--- config.mk ---
export PLATFORM = sky130hd
export DESIGN_NAME = bilat_window_gen
export DESIGN_NICKNAME = d
export VERILOG_FILES = /design/src/rtl/bilat_pkg.sv /design/src/rtl/bilat_line_buf.sv /design/src/rtl/bilat_window_gen.sv
export SDC_FILE = /design/constraint.sdc
export NUM_CORES = 2
export LEC_CHECK = 0
export CAP_MARGIN = 40
export CORE_MARGIN = 1
export CORE_UTILIZATION = 30
export CTS_BUF_LIST = sky130_fd_sc_hd__clkbuf_4 sky130_fd_sc_hd__clkbuf_8
export CTS_CLUSTER_SIZE = 14
export DETAILED_ROUTE_END_ITERATION = 8
export GPL_TIMING_DRIVEN = 0
export SLEW_MARGIN = 20
export SYNTH_ARGS = -nofsm -noshare
export SYNTH_HDL_FRONTEND = slang
export SYNTH_MEMORY_MAX_BITS = 65536
export SYNTH_SLANG_ARGS = --single-unit
--- constraint.sdc ---
create_clock -name clk -period 7.4 [get_ports clk]
set_input_delay 1.11 -clock clk [delete_from_list [all_inputs] [get_ports clk]]
set_output_delay 1.11 -clock clk [all_outputs]
set_load 0.02 [all_outputs]
--- src/rtl/bilat_pkg.sv ---
`default_nettype none
// ============================================================================
// Module      : bilat_pkg
// Description : Shared constants and types for the bilateral-filter 3x3
//               window generator.
// Revision    : 1.0 - initial release
// ============================================================================
package bilat_pkg;

   // Default pixel width (two's complement)
   localparam int DATA_W_DEF = 9;

   // Border handling modes
   localparam int PAD_ZERO = 0;
   localparam int PAD_REPL = 1;

   // Window tap indices, k = 3*row_offset + col_offset (top-left first)
   localparam int W_TL = 0;
   localparam int W_TC = 1;
   localparam int W_TR = 2;
   localparam int W_ML = 3;
   localparam int W_MC = 4;
   localparam int W_MR = 5;
   localparam int W_BL = 6;
   localparam int W_BC = 7;
   localparam int W_BR = 8;

   // Frame sequencing states
   typedef enum logic [1:0] {
      ST_IDLE   = 2'd0,
      ST_FILL   = 2'd1,
      ST_STREAM = 2'd2,
      ST_FLUSH  = 2'd3
   } state_t;

endpackage
`default_nettype wire

--- src/rtl/bilat_line_buf.sv ---
`default_nettype none
// ============================================================================
// Module      : bilat_line_buf
// Description : DEPTH-entry delay line built as a circular buffer. o_dout is
//               the sample written DEPTH advances ago; it only moves on i_en.
// Revision    : 1.0 - initial release
// ============================================================================
module bilat_line_buf #(
   parameter int DATA_W = 9,
   parameter int DEPTH  = 256
) (
   input  logic              clk,
   input  logic              rst,
   input  logic              i_en,
   input  logic [DATA_W-1:0] i_din,
   output logic [DATA_W-1:0] o_dout
);

   localparam int                PTR_W      = (DEPTH > 1) ? $clog2(DEPTH) : 1;
   localparam logic [PTR_W-1:0]  C_PTR_LAST = PTR_W'(DEPTH - 1);

   logic [DATA_W-1:0] mem_q [DEPTH];
   logic [PTR_W-1:0]  ptr_q, ptr_d;

   // Pointer advances (with wrap) only when the stream advances
   always_comb begin
      ptr_d = ptr_q;
      if (i_en) begin
         ptr_d = (ptr_q == C_PTR_LAST) ? '0 : ptr_q + 1'b1;
      end
   end

   // Pointer register, cleared by reset
   always_ff @(posedge clk or negedge rst) begin
      if (!rst) begin
         ptr_q <= '0;
      end else begin
         ptr_q <= ptr_d;
      end
   end

   // Storage: contents are don't-care after reset, so no reset here
   always_ff @(posedge clk) begin
      if (i_en) begin
         mem_q[ptr_q] <= i_din;
      end
   end

   // Read-before-write of the slot about to be overwritten = oldest sample
   assign o_dout = mem_q[ptr_q];

endmodule
`default_nettype wire

--- src/rtl/bilat_window_gen.sv ---
`default_nettype none
// ============================================================================
// Module      : bilat_window_gen
// Description : Raster-stream 3x3 window generator with zero or replicate
//               border padding and self-flush of the trailing rows.
// Revision    : 1.0 - initial release
// ============================================================================
module bilat_window_gen
   import bilat_pkg::*;
#(
   parameter int DATA_W   = DATA_W_DEF,
   parameter int IMG_W    = 256,
   parameter int IMG_H    = 256,
   parameter int PAD_MODE = PAD_REPL,
   parameter int ADDR_W   = 16
) (
   input  logic                clk,
   input  logic                rst,
   input  logic                in_valid,
   output logic                in_ready,
   input  logic [DATA_W-1:0]   in_data,
   output logic [ADDR_W-1:0]   in_addr,
   output logic                out_valid,
   output logic [9*DATA_W-1:0] out_win,
   output logic [ADDR_W-1:0]   out_addr,
   output logic                frame_done
);

   localparam int N     = IMG_W * IMG_H;
   localparam int COL_W = $clog2(IMG_W);
   localparam int ROW_W = $clog2(IMG_H);
   localparam int FL_W  = $clog2(IMG_W + 2);

   localparam logic [ADDR_W-1:0] C_LAST     = ADDR_W'(N - 1);
   localparam logic [ADDR_W-1:0] C_FILL_END = ADDR_W'(IMG_W);
   localparam logic [FL_W-1:0]   C_FL_LAST  = FL_W'(IMG_W + 1);
   localparam logic [COL_W-1:0]  C_COL_LAST = COL_W'(IMG_W - 1);
   localparam logic [ROW_W-1:0]  C_ROW_LAST = ROW_W'(IMG_H - 1);

   state_t              state_q, state_d;
   logic [ADDR_W-1:0]   in_addr_q, in_addr_d;
   logic [ADDR_W-1:0]   cen_addr_q, cen_addr_d;
   logic [COL_W-1:0]    cen_col_q, cen_col_d;
   logic [ROW_W-1:0]    cen_row_q, cen_row_d;
   logic [FL_W-1:0]     flush_cnt_q, flush_cnt_d;
   logic                out_valid_q, out_valid_d;
   logic                frame_done_q, frame_done_d;
   logic [ADDR_W-1:0]   out_addr_q, out_addr_d;
   logic [9*DATA_W-1:0] out_win_q, out_win_d;
   logic [DATA_W-1:0]   win_q [3][3];
   logic [DATA_W-1:0]   win_d [3][3];
   logic [DATA_W-1:0]   w_shift [3][3];

   logic                w_accept, w_flush_adv, w_advance, w_emit;
   logic [DATA_W-1:0]   w_pix, w_lb1, w_lb2;

   // One advance per accepted pixel or per flush step; flush feeds dummy
   // data whose taps are always out of frame and masked by the border mux.
   assign in_ready    = (state_q != ST_FLUSH);
   assign w_accept    = in_valid && in_ready;
   assign w_flush_adv = (state_q == ST_FLUSH) && (flush_cnt_q != C_FL_LAST);
   assign w_advance   = w_accept || w_flush_adv;
   assign w_emit      = (w_accept && (state_q == ST_STREAM)) || w_flush_adv;
   assign w_pix       = w_accept ? in_data : '0;

   // Row r-1 and row r-2 delay lines (raster index x-IMG_W and x-2*IMG_W)
   bilat_line_buf #(.DATA_W(DATA_W), .DEPTH(IMG_W)) u_lb_row1 (
      .clk    (clk),
      .rst    (rst),
      .i_en   (w_advance),
      .i_din  (w_pix),
      .o_dout (w_lb1)
   );

   bilat_line_buf #(.DATA_W(DATA_W), .DEPTH(IMG_W)) u_lb_row2 (
      .clk    (clk),
      .rst    (rst),
      .i_en   (w_advance),
      .i_din  (w_lb1),
      .o_dout (w_lb2)
   );

   // Frame sequencing and input address
   always_comb begin
      state_d     = state_q;
      in_addr_d   = in_addr_q;
      flush_cnt_d = flush_cnt_q;
      if (w_accept) begin
         in_addr_d = (in_addr_q == C_LAST) ? '0 : in_addr_q + 1'b1;
      end
      case (state_q)
         ST_IDLE: begin
            if (w_accept) state_d = ST_FILL;
         end
         ST_FILL: begin
            if (w_accept && (in_addr_q == C_FILL_END)) state_d = ST_STREAM;
         end
         ST_STREAM: begin
            if (w_accept && (in_addr_q == C_LAST)) begin
               state_d     = ST_FLUSH;
               flush_cnt_d = '0;
            end
         end
         ST_FLUSH: begin
            if (flush_cnt_q == C_FL_LAST) state_d = ST_IDLE;
            else flush_cnt_d = flush_cnt_q + 1'b1;
         end
         default: state_d = ST_IDLE;
      endcase
   end

   // Window shift, border mux and centre bookkeeping. Column dc of the
   // shifted array holds raster indices {y-2W, y-W, y}, which for the
   // current centre are exactly its three rows at column offset dc-1.
   always_comb begin
      logic [1:0] sr, sc;
      logic       oof;
      for (int r = 0; r < 3; r++) begin
         w_shift[r][0] = win_q[r][1];
         w_shift[r][1] = win_q[r][2];
      end
      w_shift[0][2] = w_lb2;
      w_shift[1][2] = w_lb1;
      w_shift[2][2] = w_pix;

      win_d        = w_advance ? w_shift : win_q;
      out_win_d    = out_win_q;
      out_addr_d   = out_addr_q;
      out_valid_d  = w_emit;
      frame_done_d = w_emit && (cen_addr_q == C_LAST);
      cen_addr_d   = cen_addr_q;
      cen_col_d    = cen_col_q;
      cen_row_d    = cen_row_q;

      for (int dr = 0; dr < 3; dr++) begin
         for (int dc = 0; dc < 3; dc++) begin
            sr = 2'(dr);
            sc = 2'(dc);
            if (dr == 0 && cen_row_q == '0)        sr = 2'd1;
            if (dr == 2 && cen_row_q == C_ROW_LAST) sr = 2'd1;
            if (dc == 0 && cen_col_q == '0)        sc = 2'd1;
            if (dc == 2 && cen_col_q == C_COL_LAST) sc = 2'd1;
            oof = (sr != 2'(dr)) || (sc != 2'(dc));
            if (w_emit) begin
               out_win_d[(3*dr+dc)*DATA_W +: DATA_W] =
                  (PAD_MODE == PAD_ZERO && oof) ? '0 : w_shift[sr][sc];
            end
         end
      end

      if (w_emit) begin
         out_addr_d = cen_addr_q;
         cen_addr_d = (cen_addr_q == C_LAST) ? '0 : cen_addr_q + 1'b1;
         if (cen_col_q == C_COL_LAST) begin
            cen_col_d = '0;
            cen_row_d = (cen_row_q == C_ROW_LAST) ? '0 : cen_row_q + 1'b1;
         end else begin
            cen_col_d = cen_col_q + 1'b1;
         end
      end
   end

   // State and datapath registers
   always_ff @(posedge clk or negedge rst) begin
      if (!rst) begin
         state_q      <= ST_IDLE;
         in_addr_q    <= '0;
         cen_addr_q   <= '0;
         cen_col_q    <= '0;
         cen_row_q    <= '0;
         flush_cnt_q  <= '0;
         out_valid_q  <= 1'b0;
         frame_done_q <= 1'b0;
         out_addr_q   <= '0;
         out_win_q    <= '0;
         win_q        <= '{default: '0};
      end else begin
         state_q      <= state_d;
         in_addr_q    <= in_addr_d;
         cen_addr_q   <= cen_addr_d;
         cen_col_q    <= cen_col_d;
         cen_row_q    <= cen_row_d;
         flush_cnt_q  <= flush_cnt_d;
         out_valid_q  <= out_valid_d;
         frame_done_q <= frame_done_d;
         out_addr_q   <= out_addr_d;
         out_win_q    <= out_win_d;
         win_q        <= win_d;
      end
   end

   assign in_addr    = in_addr_q;
   assign out_valid  = out_valid_q;
   assign out_win    = out_win_q;
   assign out_addr   = out_addr_q;
   assign frame_done = frame_done_q;

endmodule
`default_nettype wire
Word-level counts from Yosys, hierarchy flattened
Memories as Yosys holds them, arrays and structs flattened.
Cells that the tools add are included.
- add/subtract/negate cells: 7
- order comparisons: 4
- eq/ne operators: 18
- multiplexer cells: 45
- bitwise gates (word level): 4
- reductions and logical operators: 15
- operators with widths (operator ; number):
    $mux 9 ; 15
    $bmux 27 s2 ; 2
    $bmux 9 s2 ; 6
    $mux 27 ; 4
    $add 16x1->16 const B ; 2
    $add 8x1->8 const B ; 4
    $eq 16x16->1 const B ; 2
    $eq 8x8->1 const B ; 4
    $mux 16 ; 2
    $mux 8 ; 4
    $pmux 9 s2 ; 1
    $eq 16x9->1 const B ; 1
    $logic_not 8->1 ; 2
    $ge 3x3->1 const B ; 4
    $mux 2 ; 6
    $not 2->3 ; 4
    $add 9x1->9 const B ; 1
    $eq 9x9->1 const B ; 1
    $ne 9x9->1 const B ; 1
    $ne 2x2->1 const B ; 4
    $pmux 2 s4 ; 1
    $logic_and 1x1->1 ; 6
    $eq 2x2->1 const B ; 2
    $mux 1 ; 4
    other kinds (8) ; 10
- flip-flop bits (word level): 228
- bits in writable memories: 4608
- bits of input ports: 12
- memories: 2
- memory list (memory ; words ; bits a word ; rd ports ; clocked after memory_dff ; write ports ; line ; RTL):
    u_lb_row1.mem_q ; 256 ; 9 ; 1 ; 0 ; 1 ; bilat_line_buf.sv:22 ; logic [DATA_W-1:0] mem_q [DEPTH];
    u_lb_row2.mem_q ; 256 ; 9 ; 1 ; 0 ; 1 ; bilat_line_buf.sv:22 ;

Longest topological paths before layout
- word-level depth: 9
- gate-level depth with buffers: 14

Hierarchy
Synthesis repeated with hierarchy kept, for this count alone.
- cells, all modules: 8979
- area, all modules: 186465.1 µm²
- by module, submodules not included (module ; instances ; cells an instance ; area an instance (µm²) ; seq. area each (µm²)):
    bilat_line_buf ; 2 ; 3975 ; 88238.4 ; 69386.5
    bilat_window_gen ; 1 ; 1029 ; 9988.3 ; 5305.1

Least setup slack after synthesis
OpenSTA, ideal clock, no wires.
- path type: flip-flop to flip-flop
- start point: register u_lb_row1.ptr_q[0]
- end point: memory u_lb_row2.mem_q[0][4] (data pin)
- arrival: 5.918 ns
- slack: 0.481 ns
- stages on the path, launching flop included: 12
- buffers on the path: 7
- clock period less this slack: 6.919 ns
- cell sequence: dfrtp_1 -> buf_6 -> buf_12 -> buf_12 -> buf_12 -> buf_2 -> buf_2 -> buf_2 -> o211ai_1 -> nand4_1 -> o211ai_1 -> a22oi_2
- cells in the longest elaborated chain, start to end: 1
- ends and longest elaborated chain (what ; line ; RTL):
    start: declaration ; bilat_line_buf.sv:23 ; logic [PTR_W-1:0] ptr_q, ptr_d;
    start signal: assignment ; bilat_line_buf.sv:38 ; ptr_q <= ptr_d;
    $mem_v2 256x9 ; - ;
    named net u_lb_row1.o_dout[4] ; bilat_line_buf.sv:16 ; output logic [DATA_W-1:0] o_dout
    end: declaration ; bilat_line_buf.sv:22 ;
The timed path passes the listed nets, and every way through them passes these cells.

Worst setup path in the final report
- start point: register u_lb_row1.ptr_q[0]
- end point: memory u_lb_row2.mem_q[195][7] (data pin)
The elaborated chain is that of the path after synthesis.

==> flow_summary.json <==
{
  "power.leakage_nw": 73.44,
  "path_clk_slew_ps": 60,
  "clock_skew_ps": 104.3,
  "dieHeight_um": 797.1,
  "clk_latency_ps": 1350,
  "multiInputGateArea_um2": 42190,
  "yosysWarnings": 0,
  "grt_max_degree": 130,
  "die_x_um": 797.1,
  "core_um2": 628800,
  "muxShareOfSynthArea_pct": 14.29,
  "clock_sinks": 4836,
  "cts_max_path_buffers": 4,
  "status": "finished with violations",
  "finalNetCount": 11530,
  "drive_gt1_share_pct": 25.81,
  "synthSimpleGateAreaFrac_pct": 4.193,
  "path_class": "reg -> reg",
  "gp_congestion": 0.9227,
  "ys_ff_latch": 4836,
  "drc": 3,
  "cp.required_ps": 8410,
  "synth_cell_type_count": 80,
  "hold_viol": 0,
  "min_path_type": "in -> async",
  "grt_pass1_vias": 104900,
  "overflow": 0,
  "rsz0062_at_grt": "no",
  "drt_iter0_markers": 16460,
  "fmax_mhz": 166.3,
  "crit_path_start_kind": "flip-flop",
  "tightestPinTransition_ps": 1030,
  "dieArea_um2": 635400,
  "syn_area_um2": 189700,
  "cts_setup_buffers": 0,
  "regArea_um2": 144100,
  "synth_top_family_by_area": "multiplexers",
  "track_usage_pct": 18.25,
  "via_per_inst": 5.305,
  "utilization_pct": 35.47,
  "numPortBuffers": 127,
  "root_buffer": "clkbuf_8",
  "postCtsResizedCells": 0,
  "routedWlPerCell_um": 29.59,
  "syn2layout_area_growth_pct": 17.60,
  "cts_tree": "yes",
  "antenna_found_initial": 29,
  "cts-buffers-inserted": 704,
  "slew_headroom_pct": 29.58,
  "setup_viol": 0,
  "synth_edf_count": 4608,
  "syn_avg_cell_area_um2": 19.18,
  "netlist_instances": 9887,
  "grt_first_pass_wirelength_um": 825600,
  "violations": "design-rule violations",
  "vias": 108200,
  "post-place-ws_ps": 1543,
  "setup_slack_ps": 1386,
  "synth-xor-area-share_pct": 0.1755,
  "tns_ps": 0,
  "peakVddDrop_mv": 0.6119,
  "slew_viol_final": 0,
  "endpoint_kind": "flip-flop",
  "num-fill-cells": 58380,
  "yosys.area_share.adder_pct": 0.1385,
  "synth_compound_area_share_pct": 3.377,
  "ys_seq_area_share_pct": 75.96,
  "layout_commonest_cell": "edfxtp_1",
  "dpl.hpwl_um": 428700,
  "min_period_ps": 6014,
  "maxCapViolations": 0,
  "ctsHtreeMaxLevel": 6,
  "syn_nets": 9920,
  "dr.pass1.iters": 9,
  "placementRows": 291,
  "synthFlopType": "edfxtp_1",
  "wirelength_um": 603800,
  "cellPowerDensity_nw_per_um2": 377.2,
  "ys_async_sr_fraction_pct": 4.715,
  "period_share_pct": 81.27,
  "initial_core_util_pct": 30.16,
  "pin_count": 128,
  "final_cell_mix": "edfxtp_1, mux4_2, mux2i_1, clkbuf_8, nor2_1",
  "cp_max_fo": 129,
  "postRouteAntennaNets": 0,
  "cp.arrival_ps": 7020
}
[sequential cells by signal, indices dropped and copies added (netlist names)]
signal           count
state_q              2
cen_col_q            8
frame_done           1
u_lb_row2.ptr_q      8
in_addr             16
out_addr            16
out_win             81
flush_cnt_q          9
u_lb_row2.mem_q   2304
w_shift             54
cen_row_q            8
u_lb_row1.mem_q   2304
out_valid            1
u_lb_row1.ptr_q      8
cen_addr_q          16
[final cells by class]
type	instances	share of cell area (%)
multi-input combinational	4417	18.92
clock buffer	970	5.290
sequential	4836	64.59
inverter	30	0.05385
antenna	16	0.01795
clock inverter	281	0.7915
buffer	604	1.552
tap	8350	4.684
timing repair buffer	901	4.101
[stage by stage]
| stage | cell area (µm²) | cells | power (mW) | hold WS, ps |
|---|---|---|---|---|
| finish | 223100 | 20410 | 84.13 | 182.2 |
| global route | 223000 | 20390 | 86.00 | 157.0 |
| CTS | 221900 | 20250 | 83.73 | 95.74 |
| detailed placement | 208300 | 19000 | 62.80 | 458.3 |
| global placement | 201400 | 18360 | 52.12 | 455.4 |
| floorplan | 189700 | 9887 | 47.52 | 433.1 |
[power breakdown]
| group | leakage, nW | total (mW) | switching, mW | internal [mW] |
|---|---|---|---|---|
| sequential | 44.7 | 36.6 | 0.437 | 36.2 |
| combinational | 21.6 | 26.3 | 18.3 | 7.96 |
| clock | 7.16 | 21.3 | 10.6 | 10.6 |
[Yosys cell counts, types with 58 or more instances]
cell      count  area, µm²
a21oi_1     108      540.5
a221oi_1     71      621.9
a22oi_1     167       1254
buf_2       172      860.8
buf_4        82      615.6
buf_6        58      653.1
clkbuf_1    228      855.8
dfrtp_1     228       5705
edfxtp_1   4608     138400
mux2i_1     786       7868
mux4_2      807      18170
nand2_1     477       1790
nand3_1     225       1126
nand4_1      64      400.4
nor2_1      717       2691
nor3_1       66      330.3
o211ai_1     74      555.5
o21ai_0     128      640.6
o22ai_1     167       1045
[per-layer routing]
layer	part of all wire, %	track usage [%]	vias up	wire [µm]
li1	-	-	43460	-
met1	38	24.22	56540	232100
met3	11	4.422	1327	65580
met4	5.4	8.898	16	32660
met5	0.018	0	-	110
met2	45	28.14	6891	273400
[critical path: stages (launching register included)]
cell	delay, ps
dfrtp_1	410
buf_6	280
buf_12	210
buf_12	200
buf_12	220
buf_2	660
buf_2	500
buf_2	540
a221oi_1	110
nor2_1	240
a21oi_1	220
a32oi_1	680
nand3_2	490
inv_8	300
buf_16	360
[logic make-up (layout without fill, tap and decap cells)]
family                   Yosys count  in the layout
adder cells (fa/ha/maj)           21             21
other                              0             16
XOR/XNOR                          38             38
flip-flops                      4836           4836
AND/OR/NAND/NOR                 1783           1783
buffers and inverters            634           2786
AO/OA/AOI/OAI                    927            927
multiplexers                    1648           1648
[final timing paths]
kind | from | end | slack [ps] | cells after the start
worst max register to register | u_lb_row1.ptr_q[0]$_DFFE_PN0N_ | u_lb_row2.mem_q[195][7]$_DFFE_PP_ | 1390 | 14
max in group asynchronous | rst | u_lb_row1.ptr_q[2]$_DFFE_PN0N_ | 5670 | 5
worst min-delay path | rst | u_lb_row2.ptr_q[3]$_DFFE_PN0N_ | 180 | 2
worst max-delay path | u_lb_row1.ptr_q[0]$_DFFE_PN0N_ | u_lb_row2.mem_q[195][7]$_DFFE_PP_ | 1390 | 14
min in group clk | w_shift[22]$_DFFE_PN0N_ | w_shift[22]$_DFFE_PN0N_ | 470 | 2
worst min register to register | w_shift[22]$_DFFE_PN0N_ | w_shift[22]$_DFFE_PN0N_ | 470 | 2
[timing repair]
item,in CTS,in global routing
hold endpoints to repair,87,0
setup endpoints to repair,0,0
hold buffers,1,0
Power figures use the tool's default switching activity.
